<file path="config.mk">
export PLATFORM = sky130hd
export DESIGN_NAME = stopwatch_display_scan_flat
export DESIGN_NICKNAME = d
export VERILOG_FILES = /design/src/rtl/stopwatch_display_scan_if.sv /design/src/rtl/stopwatch_display_scan.sv /design/src/flat_wrapper.sv
export SDC_FILE = /design/constraint.sdc
export NUM_CORES = 1
export LEC_CHECK = 0
export ABC_CLOCK_PERIOD_IN_PS = 5150
export BUFFER_PORTS_ARGS = -buffer_cell sky130_fd_sc_hd__buf_2
export CORE_UTILIZATION = 60
export CTS_CLUSTER_DIAMETER = 120
export DETAILED_ROUTE_END_ITERATION = 8
export PLACE_DENSITY = 0.91
export SETUP_SLACK_MARGIN = 0.3
export SLEW_MARGIN = 20
export SYNTH_ARGS = -nofsm -noshare
export SYNTH_HDL_FRONTEND = slang
export SYNTH_SLANG_ARGS = --single-unit
</file>
<file path="constraint.sdc">
create_clock -name clk -period 5.15 [get_ports clk]
set_clock_uncertainty 0.2 [all_clocks]
set_input_delay 1.03 -clock clk [delete_from_list [all_inputs] [get_ports clk]]
set_output_delay 1.03 -clock clk [all_outputs]
set_load 0.01 [all_outputs]
</file>
<file path="src/rtl/stopwatch_display_scan_if.sv">
// stopwatch_display_scan_if: BCD digit bus from the stopwatch plus the multiplexed display pins
// master = stopwatch/board side (drives digits, page, freeze_req); slave = display scanner.
// Digits: small_sec0/1 (hundredths), sec0/1, min0/1, all BCD 4-bit.
// Display: digit_an (active-low anodes, bit 0 rightmost), seg {g..a} active-low, dp active-low, frozen.
interface stopwatch_display_scan_if;
  logic [3:0] small_sec0, small_sec1, sec0, sec1, min0, min1;
  logic       page, freeze_req, frozen, dp;
  logic [3:0] digit_an;
  logic [6:0] seg;
  modport master (
    output small_sec0, small_sec1, sec0, sec1, min0, min1, page, freeze_req,
    input  frozen, digit_an, seg, dp
  );
  modport slave (
    input  small_sec0, small_sec1, sec0, sec1, min0, min1, page, freeze_req,
    output frozen, digit_an, seg, dp
  );
endinterface

</file>
<file path="src/rtl/stopwatch_display_scan.sv">
// stopwatch_display_scan: 4-digit common-anode seven-segment scanner for the stopwatch BCD bus
// Ports: clk, rst_n (async active-low), bus (stopwatch_display_scan_if.slave: six BCD digits,
// page, freeze_req in; frozen, digit_an, seg, dp out). REFRESH_DIV = clk cycles per digit slot.
// Optional LEADING_ZERO_BLANK_EN: blanks the leftmost digit when it is 0.
module stopwatch_display_scan #(
  parameter int REFRESH_DIV = 100000
) (
  input logic clk,
  input logic rst_n,
  stopwatch_display_scan_if.slave bus
);
  localparam int PW = $clog2(REFRESH_DIV);
  typedef enum logic {RUN, HOLD} state_t;
  state_t      state, state_nx;
  logic [PW-1:0] pre;
  logic [1:0]  scan;
  logic        tick, frame_end, load, page_q, blank;
  logic [23:0] snap, live;
  logic [15:0] shown;
  logic [3:0]  digit;
  function automatic logic [6:0] seg7(input logic [3:0] v);
    case (v)
      4'd0: seg7 = 7'b1000000;
      4'd1: seg7 = 7'b1111001;
      4'd2: seg7 = 7'b0100100;
      4'd3: seg7 = 7'b0110000;
      4'd4: seg7 = 7'b0011001;
      4'd5: seg7 = 7'b0010010;
      4'd6: seg7 = 7'b0000010;
      4'd7: seg7 = 7'b1111000;
      4'd8: seg7 = 7'b0000000;
      4'd9: seg7 = 7'b0010000;
      default: seg7 = 7'b0111111;
    endcase
  endfunction
  assign tick      = pre == PW'(REFRESH_DIV - 1);
  assign frame_end = tick && scan == 2'd3;
  assign live      = {bus.min1, bus.min0, bus.sec1, bus.sec0, bus.small_sec1, bus.small_sec0};
  always_ff @(posedge clk or negedge rst_n)
    if (!rst_n) pre <= '0;
    else pre <= tick ? '0 : pre + 1'b1;
  always_ff @(posedge clk or negedge rst_n)
    if (!rst_n) scan <= 2'd0;
    else if (tick) scan <= scan + 2'd1;
  always_ff @(posedge clk or negedge rst_n)
    if (!rst_n) state <= RUN;
    else state <= state_nx;
  always_comb state_nx = bus.freeze_req ? (state == RUN ? HOLD : RUN) : state;
  // A freeze request in RUN captures the lap immediately; otherwise reload once per frame.
  always_comb begin
    bus.frozen = state == HOLD;
    load       = state == RUN && (bus.freeze_req || frame_end);
  end
  always_ff @(posedge clk or negedge rst_n)
    if (!rst_n) snap <= '0;
    else if (load) snap <= live;
  always_ff @(posedge clk or negedge rst_n)
    if (!rst_n) page_q <= 1'b0;
    else if (frame_end) page_q <= bus.page;
  // shown holds d3..d0 for the active page, d3 in the top nibble.
  always_comb begin
    shown = page_q ? snap[15:0] : snap[23:8];
    digit = shown[{scan, 2'b00} +: 4];
`ifdef LEADING_ZERO_BLANK_EN
    blank = scan == 2'd3 && shown[15:12] == 4'd0;
`else
    blank = 1'b0;
`endif
  end
  // Outputs follow the scan counter one cycle later so anode, segments and dp switch together.
  always_ff @(posedge clk or negedge rst_n)
    if (!rst_n) begin
      bus.digit_an <= 4'b1110;
      bus.seg      <= 7'b1000000;
      bus.dp       <= 1'b1;
    end else begin
      bus.digit_an <= ~(4'b0001 << scan);
      bus.seg      <= blank ? 7'b1111111 : seg7(digit);
      bus.dp       <= scan != 2'd2;
    end
endmodule

</file>
<file path="src/flat_wrapper.sv">
// flat-port wrapper written by rule: the top's interface ports become plain ports
module stopwatch_display_scan_flat 
#(
  parameter int REFRESH_DIV = 100000
)
  (clk, rst_n, bus_small_sec0, bus_small_sec1, bus_sec0, bus_sec1, bus_min0, bus_min1, bus_page, bus_freeze_req, bus_frozen, bus_digit_an, bus_seg, bus_dp);
  stopwatch_display_scan_if bus_i ();
  input logic clk;
  input logic rst_n;
  input wire logic [$bits(bus_i.small_sec0)-1:0] bus_small_sec0;
  input wire logic [$bits(bus_i.small_sec1)-1:0] bus_small_sec1;
  input wire logic [$bits(bus_i.sec0)-1:0] bus_sec0;
  input wire logic [$bits(bus_i.sec1)-1:0] bus_sec1;
  input wire logic [$bits(bus_i.min0)-1:0] bus_min0;
  input wire logic [$bits(bus_i.min1)-1:0] bus_min1;
  input wire logic [$bits(bus_i.page)-1:0] bus_page;
  input wire logic [$bits(bus_i.freeze_req)-1:0] bus_freeze_req;
  output wire logic [$bits(bus_i.frozen)-1:0] bus_frozen;
  output wire logic [$bits(bus_i.digit_an)-1:0] bus_digit_an;
  output wire logic [$bits(bus_i.seg)-1:0] bus_seg;
  output wire logic [$bits(bus_i.dp)-1:0] bus_dp;
  assign bus_i.small_sec0 = bus_small_sec0;
  assign bus_i.small_sec1 = bus_small_sec1;
  assign bus_i.sec0 = bus_sec0;
  assign bus_i.sec1 = bus_sec1;
  assign bus_i.min0 = bus_min0;
  assign bus_i.min1 = bus_min1;
  assign bus_i.page = bus_page;
  assign bus_i.freeze_req = bus_freeze_req;
  assign bus_frozen = bus_i.frozen;
  assign bus_digit_an = bus_i.digit_an;
  assign bus_seg = bus_i.seg;
  assign bus_dp = bus_i.dp;
  stopwatch_display_scan #(.REFRESH_DIV(REFRESH_DIV)) u_core (.clk(clk), .rst_n(rst_n), .bus(bus_i));
endmodule
</file>
==> results of run 1 <==
==> stage by stage <==
step / utilization [%] / instance area [µm²] / cells
after floorplan: - / 2730 / 200
after global placement: 67.5 / 2940 / 286
after detailed placement: 67.5 / 2940 / 286
after CTS: 70.1 / 3050 / 294
after global routing: 70.3 / 3060 / 295
final: 70.3 / 3060 / 295
==> how the worst min path moves through the flow <==
stage / slack [ns] / to / cells past startpoint
after global routing: 0.33 / u_core.snap[23]$_DFFE_PN0P_ / 1
after detailed placement: 0.28 / u_core.pre[16]$_DFF_PN0_ / 1
after global placement: 0.27 / u_core.pre[0]$_DFF_PN0_ / 1
after floorplan: 0.24 / u_core.pre[16]$_DFF_PN0_ / 1
after CTS: 0.30 / u_core.pre[0]$_DFF_PN0_ / 1
final: 0.30 / u_core.pre[0]$_DFF_PN0_ / 1
==> registers in the layout, indices dropped and copies added (netlist names) <==
name / flops
u_core.pre: 17
u_core.bus.seg: 7
u_core.snap: 24
u_core.bus.digit_an: 4
u_core.bus.frozen: 1
u_core.scan: 2
u_core.page_q: 1
==> layout by cell type, fill, tap and decap left out, types with 2 or more instances in the layout <==
cell      count
dfrtp_1      52
buf_2        40
mux2_2       28
nor2_1       12
ha_1         10
nand3_1       9
xnor2_1       9
inv_1         7
mux2i_1       7
nand2_1       7
xor2_1        6
clkbuf_8      5
mux4_1        4
dfstp_2       4
mux2_4        3
nand4_1       3
mux4_2        2
a21oi_1       2
and4_1        2
o31ai_1       2
nor3_1        2
nor4bb_1      2
==> area by class of cell <==
type	count	share of cell area [%]
flip-flops and latches	56	45.9
multi-input cells	129	40.2
repair buffers	42	7.15
clock buffers	5	2.25
well taps	52	2.13
clock inverters	3	1.39
inverters	8	0.981
==> layer usage <==
metal,vias up,routed length (µm),track usage (%)
met2,52,2320,35.3
met1,832,2080,28.6
li1,799,-,-
met5,-,0,0
met4,0,146,11.3
met3,13,208,4.22
==> power by group through the flow <==
stage	sequential, W	combinational (W)	clock [W]
CTS	0.000638	0.000447	0.000295
floorplan	0.000639	0.000347	0
global placement	0.000637	0.000424	0
global route	0.000654	0.000487	0.000309
finish	0.000639	0.000448	0.000286
detailed placement	0.000647	0.000444	0
==> kinds of logic (layout without fill, tap and decap cells) <==
family | Yosys count | in the layout | synth area share (%)
and+or+nand+nor | 46 | 46 | 9.18
buffers and inverters | 15 | 58 | 3.35
DFF | 56 | 56 | 51.6
AOI/OAI and AO/OA | 12 | 12 | 3.99
adders and majority gates | 10 | 10 | 4.59
xor gates and xnor gates | 15 | 15 | 4.82
muxes | 46 | 46 | 22.5
==> out/qor.csv, run 1 <==
stage,metric,value,unit
status,outcome,"finished, violations left",
status,failing checks,DRC,
global_routing,pin count of the biggest net entering global routing,57,
sta,Final period util,53.4,%
clock_tree,cts repair resizes,0,
power,Psw,0.000406,W
placement,Final Wtd Congestion,0.941,
floorplan,core region area,4350,µm²
synth,synth top area cells,"dfrtp_1, mux2_2, ha_1, dfstp_2, mux4_1",
synth,Avg Synthesized Cell Area,13.6,µm²
worst_setup_path,CP peak stage delay,0.73,ns
power,LEAKAGE,1.35,nW
synth,Yosys cell types,43,
hold_path,Hold Crit Start,u_core.pre[0]$_DFF_PN0_,
sta,Min Hold Slack,0.300,ns
synth,Syn Nets,238,
finish,area delta synth->final,12.2,%
worst_setup_path,required time worst endpoint,5.14,ns
finish,Layout Nets,280,
synth,area share of the largest cell type after synthesis,47.7,%
sta,post-layout min period,2.75,ns
finish,share of cells above drive strength 1,38.3,%
synth,Yosys warnings,0,
floorplan,IO Pins,41,
clock_tree,depth of the CTS H-tree,2,
sta,setup TNS,0,ns
floorplan,DIE HEIGHT,69.4,µm
sta,setup violators final,0,
worst_setup_path,Critical Setup Path Class,register to register,
worst_setup_path,RR Startpoint,u_core.page_q$_DFFE_PN0P_,
global_routing,first-pass GRT wire length,8240,µm
floorplan,die area,4820,µm²
synth,ys flop type,dfrtp_1,
power,total power draw,0.00137,W
worst_setup_path,RR Endpoint,u_core.bus.seg[3]$_DFF_PN0_,
placement,Buffers on Ports,40,
synth,"FFs w/ async S/R, synth",100,%
synth,Yosys top cell by area,dfrtp_1,
drt,Iteration-0 DRC Markers,122,
placement,Place WS,2.18,ns
drt,DRC viols,1,
clock_tree,worst-case clock buffer depth,2,
worst_setup_path,Crit path depth,6,
power,pwr dens,448,nW/µm²
power,Logic pwr share,32.6,%
clock_tree,Clock Sinks,56,
floorplan,Starting Density,62.6,%
sta,endpoints failing hold,0,
clock_tree,# hold bufs at CTS,0,
drt,DRT Wirelength,4750,µm
worst_setup_path,critical-path cell list,mux4_1 -> mux2i_1 -> inv_1 -> ha_1 -> mux2i_1 -> a22oi_1,
flow_run,max_cap viols,0,
sta,Slew Limit Fails,0,
clock_tree,worst skew pair latency,0.31,ns
synth,post-synthesis sequential area ratio,51.6,%
worst_setup_path,r2r setup slk,2.40,ns
worst_setup_path,CP Launch Point,u_core.page_q$_DFFE_PN0P_,
worst_setup_path,"Top cell by count, worst path",mux2i_1,
finish,Register Area,1410,µm²
synth,Syn Inst Count,200,
synth,most numerous cell in the Yosys netlist,dfrtp_1,
worst_setup_path,"Slowest-stage cell, CP",dfrtp_1,
synth,number of synthesized flops with an enable pin,0,
drt,Avg WL per Cell,16.1,µm
worst_setup_path,"delay-heaviest family, CP",multiplexers,
worst_setup_path,critical path peak fanout,13,
power,Max VDD drop,0.000249,V
finish,Ant. Diodes,0,
worst_setup_path,R2R cell count,6,
sta,RSZ-0062 raised after global routing,false,
drt,Vias,1696,
clock_tree,post-CTS setup buffer count,0,
power,register share of total power,46.6,%
synth,Post-Syn Area,2730,µm²
global_routing,antenna violations before repair,0,
finish,multi-input logic area,1230,µm²
power,Sw Share,29.6,%
synth,Synth Register Bits,56,
sta,setup ws final,2.40,ns
clock_tree,CTS tree,yes,
worst_setup_path,Setup crit start kind,register,
sta,Max Clk Rate,0.364,GHz
global_routing,vias in the first global route,1723,
clock_tree,Clock transition at path regs,0.10,ns
worst_setup_path,Buf/Inv on CP,1,
drt,post-route ant nets,0,
sta,worst-margin pin slew,0.685,ns
floorplan,DIE WIDTH,69.4,µm
drt,DR pass1 iterations,6,
clock_tree,Num CTS Buffers,5,
worst_setup_path,"Arr. time, crit path",2.74,ns
hold_path,hold crit path type,register to register,
global_routing,Total GRT Usage,22.0,%
sta,Rel. slew slack,54.4,%
placement,post-DP HPWL,3270,µm
power,Int Power,0.000966,W
finish,# fillers,298,
drt,via/cell ratio,5.75,
floorplan,row count,24,
global_routing,grt ovf,0,
worst_setup_path,nature of the critical path endpoint,register,
worst_setup_path,CP Capture Point,u_core.bus.seg[3]$_DFF_PN0_,
clock_tree,Clock Tree Root,clkbuf_8,
power,Clock power frac,20.8,%
synth,Synth top cells by count,"dfrtp_1, mux2_2, nor2_1",
No activity file was read; power rests on OpenSTA's default activity.
==> run 2, diff against run 1 <==
--- a/config.mk
+++ b/config.mk
@@ -5,12 +5,12 @@
 export SDC_FILE = /design/constraint.sdc
 export NUM_CORES = 1
 export LEC_CHECK = 0
-export ABC_CLOCK_PERIOD_IN_PS = 5150
+export ABC_CLOCK_PERIOD_IN_PS = 2700
 export BUFFER_PORTS_ARGS = -buffer_cell sky130_fd_sc_hd__buf_2
-export CORE_UTILIZATION = 60
+export CORE_UTILIZATION = 56
 export CTS_CLUSTER_DIAMETER = 120
 export DETAILED_ROUTE_END_ITERATION = 8
-export PLACE_DENSITY = 0.91
+export PLACE_DENSITY = 0.87
 export SETUP_SLACK_MARGIN = 0.3
 export SLEW_MARGIN = 20
 export SYNTH_ARGS = -nofsm -noshare
==> constraint.sdc (replaced) <==
create_clock -name clk -period 2.7 [get_ports clk]
set_clock_uncertainty 0.2 [all_clocks]
set_input_delay 0.54 -clock clk [delete_from_list [all_inputs] [get_ports clk]]
set_output_delay 0.54 -clock clk [all_outputs]
set_load 0.01 [all_outputs]
==> out/qor.csv, run 2 (synthesis gave the netlist of run 1 again) <==
stage,metric,value,unit
drt,post-route ant nets,0,
worst_setup_path,Critical Setup Path Class,register to register,
finish,share of cells above drive strength 1,40.1,%
sta,RSZ-0062 raised after global routing,false,
power,Max VDD drop,0.000521,V
drt,Vias,1664,
global_routing,grt ovf,0,
power,pwr dens,870,nW/µm²
finish,Biggest register,u_core.snap,
clock_tree,worst skew pair latency,0.31,ns
finish,"commonest cells after routing, fill and taps aside","dfrtp_1, buf_2, mux2_2, nor2_1, ha_1",
sta,endpoints failing hold,0,
worst_setup_path,CP peak stage delay,0.56,ns
floorplan,core region area,4690,µm²
sta,Rel. slew slack,55.7,%
floorplan,IO Pins,41,
placement,Final Wtd Congestion,0.858,
floorplan,row count,25,
worst_setup_path,critical path peak fanout,7,
power,LEAKAGE,1.38,nW
worst_setup_path,"Arr. time, crit path",2.33,ns
floorplan,die area,5150,µm²
sta,Slew Limit Fails,0,
global_routing,antenna violations before repair,0,
floorplan,Starting Density,58.1,%
clock_tree,worst-case clock buffer depth,2,
worst_setup_path,Buf/Inv on CP,1,
worst_setup_path,critical-path cell list,buf_4 -> mux2i_1 -> mux4_2 -> ha_1 -> mux2_4 -> a2bb2oi_2,
drt,DRC viols,0,
clock_tree,Clock transition at path regs,0.10,ns
clock_tree,Num CTS Buffers,5,
placement,Buffers on Ports,40,
floorplan,DIE WIDTH,71.8,µm
global_routing,first-pass GRT wire length,8220,µm
worst_setup_path,"Slowest-stage cell, CP",mux4_2,
finish,max FFs per register,24,
worst_setup_path,"delay-heaviest family, CP",multiplexers,
sta,setup TNS,0,ns
global_routing,Total GRT Usage,21.2,%
drt,DR pass1 iterations,4,
sta,post-layout min period,2.29,ns
finish,biggest regs,"u_core.snap (24), u_core.pre (17), u_core.bus.seg (7)",
clock_tree,Clock Sinks,56,
global_routing,pin count of the biggest net entering global routing,57,
placement,placed cell count,293,
flow_run,max_cap viols,0,
sta,setup violators final,0,
sta,Max Clk Rate,0.437,GHz
finish,Final Non-Filler Cells,301,
global_routing,vias in the first global route,1634,
sta,worst-margin pin slew,0.664,ns
finish,"commonest non-fill, non-tap cell in the layout",dfrtp_1,
sta,Final period util,84.7,%
drt,via/cell ratio,5.53,
drt,Avg WL per Cell,15.7,µm
worst_setup_path,nature of the critical path endpoint,register,
worst_setup_path,Setup crit start kind,register,
clock_tree,# hold bufs at CTS,0,
status,outcome,finished clean,
finish,area delta synth->final,15.1,%
finish,Ant. Diodes,0,
drt,Iteration-0 DRC Markers,96,
hold_path,hold crit path type,input port to asynchronous set/reset pin,
worst_setup_path,required time worst endpoint,2.74,ns
finish,Layout Nets,284,
clock_tree,CTS tree,yes,
drt,DRT Wirelength,4720,µm
clock_tree,Clock Tree Root,clkbuf_8,
clock_tree,depth of the CTS H-tree,2,
placement,post-DP HPWL,3280,µm
floorplan,DIE HEIGHT,71.8,µm
==> run 2: final cells by class <==
cell class / instances / area [µm²]
clock buffer: 6 / 72.6
inverter: 8 / 30.0
multi-input combinational: 129 / 1240
clock inverter: 2 / 60.1
tap: 54 / 67.6
fill: 333 / 1550
sequential: 56 / 1410
timing repair buffer: 46 / 258
==> run 2: where the power goes <==
| group | switching [W] | internal [W] | total (W) | leakage [nW] |
|---|---|---|---|---|
| clock network | 0.000261 | 0.000371 | 0.000631 | 0.0654 |
| logic | 0.000384 | 0.000503 | 0.000887 | 0.633 |
| registers | 0.000130 | 0.00108 | 0.00121 | 0.677 |
==> run 2: what timing repair did <==
item | CTS | global route
resized for setup | 1 | 3
setup endpoints to repair | 2 | 29
buffers inserted | 0 | 0
gates cloned | 0 | 0
==> run 2: worst register-to-register path, cell delays in order, from the launching register on <==
cell,delay (ns)
dfrtp_2,0.48
buf_4,0.20
mux2i_1,0.12
mux4_2,0.56
ha_1,0.26
mux2_4,0.28
a2bb2oi_2,0.13
==> run 2: per-stage QoR <==
step	setup WS (ns)	util [%]	instance area, µm²	hold slack, ns	power (W)
after global placement	0.464	63.8	2990	0.265	0.00206
after detailed placement	0.313	63.8	2990	0.273	0.00210
final	0.412	66.9	3140	0.143	0.00273
after CTS	0.344	66.7	3130	0.160	0.00274
after global routing	0.321	66.9	3140	0.201	0.00290
after floorplan	0.350	-	2730	0.0444	0.00188
==> run 2: final timing paths <==
| path | from | to | slack, ns | cells after the start |
|---|---|---|---|---|
| max | u_core.page_q$_DFFE_PN0P_ | u_core.bus.seg[5]$_DFF_PN0_ | 0.41 | 6 |
| min | rst_n | u_core.snap[21]$_DFFE_PN0P_ | 0.14 | 2 |
| max reg2reg | u_core.page_q$_DFFE_PN0P_ | u_core.bus.seg[5]$_DFF_PN0_ | 0.41 | 6 |
| min reg2reg | u_core.snap[23]$_DFFE_PN0P_ | u_core.snap[23]$_DFFE_PN0P_ | 0.29 | 1 |
| max in group asynchronous | rst_n | u_core.page_q$_DFFE_PN0P_ | 1.69 | 2 |
| min in group clk | bus_freeze_req | u_core.bus.frozen$_DFFE_PN0P_ | 0.22 | 2 |
==> run 2: routing by layer <==
layer	part of all wire, %	track usage (%)	routed length [µm]
met5	0	0	0
met2	48	32.5	2280
met1	47	29.8	2200
met3	3.7	4.78	175
met4	1.5	8.28	70
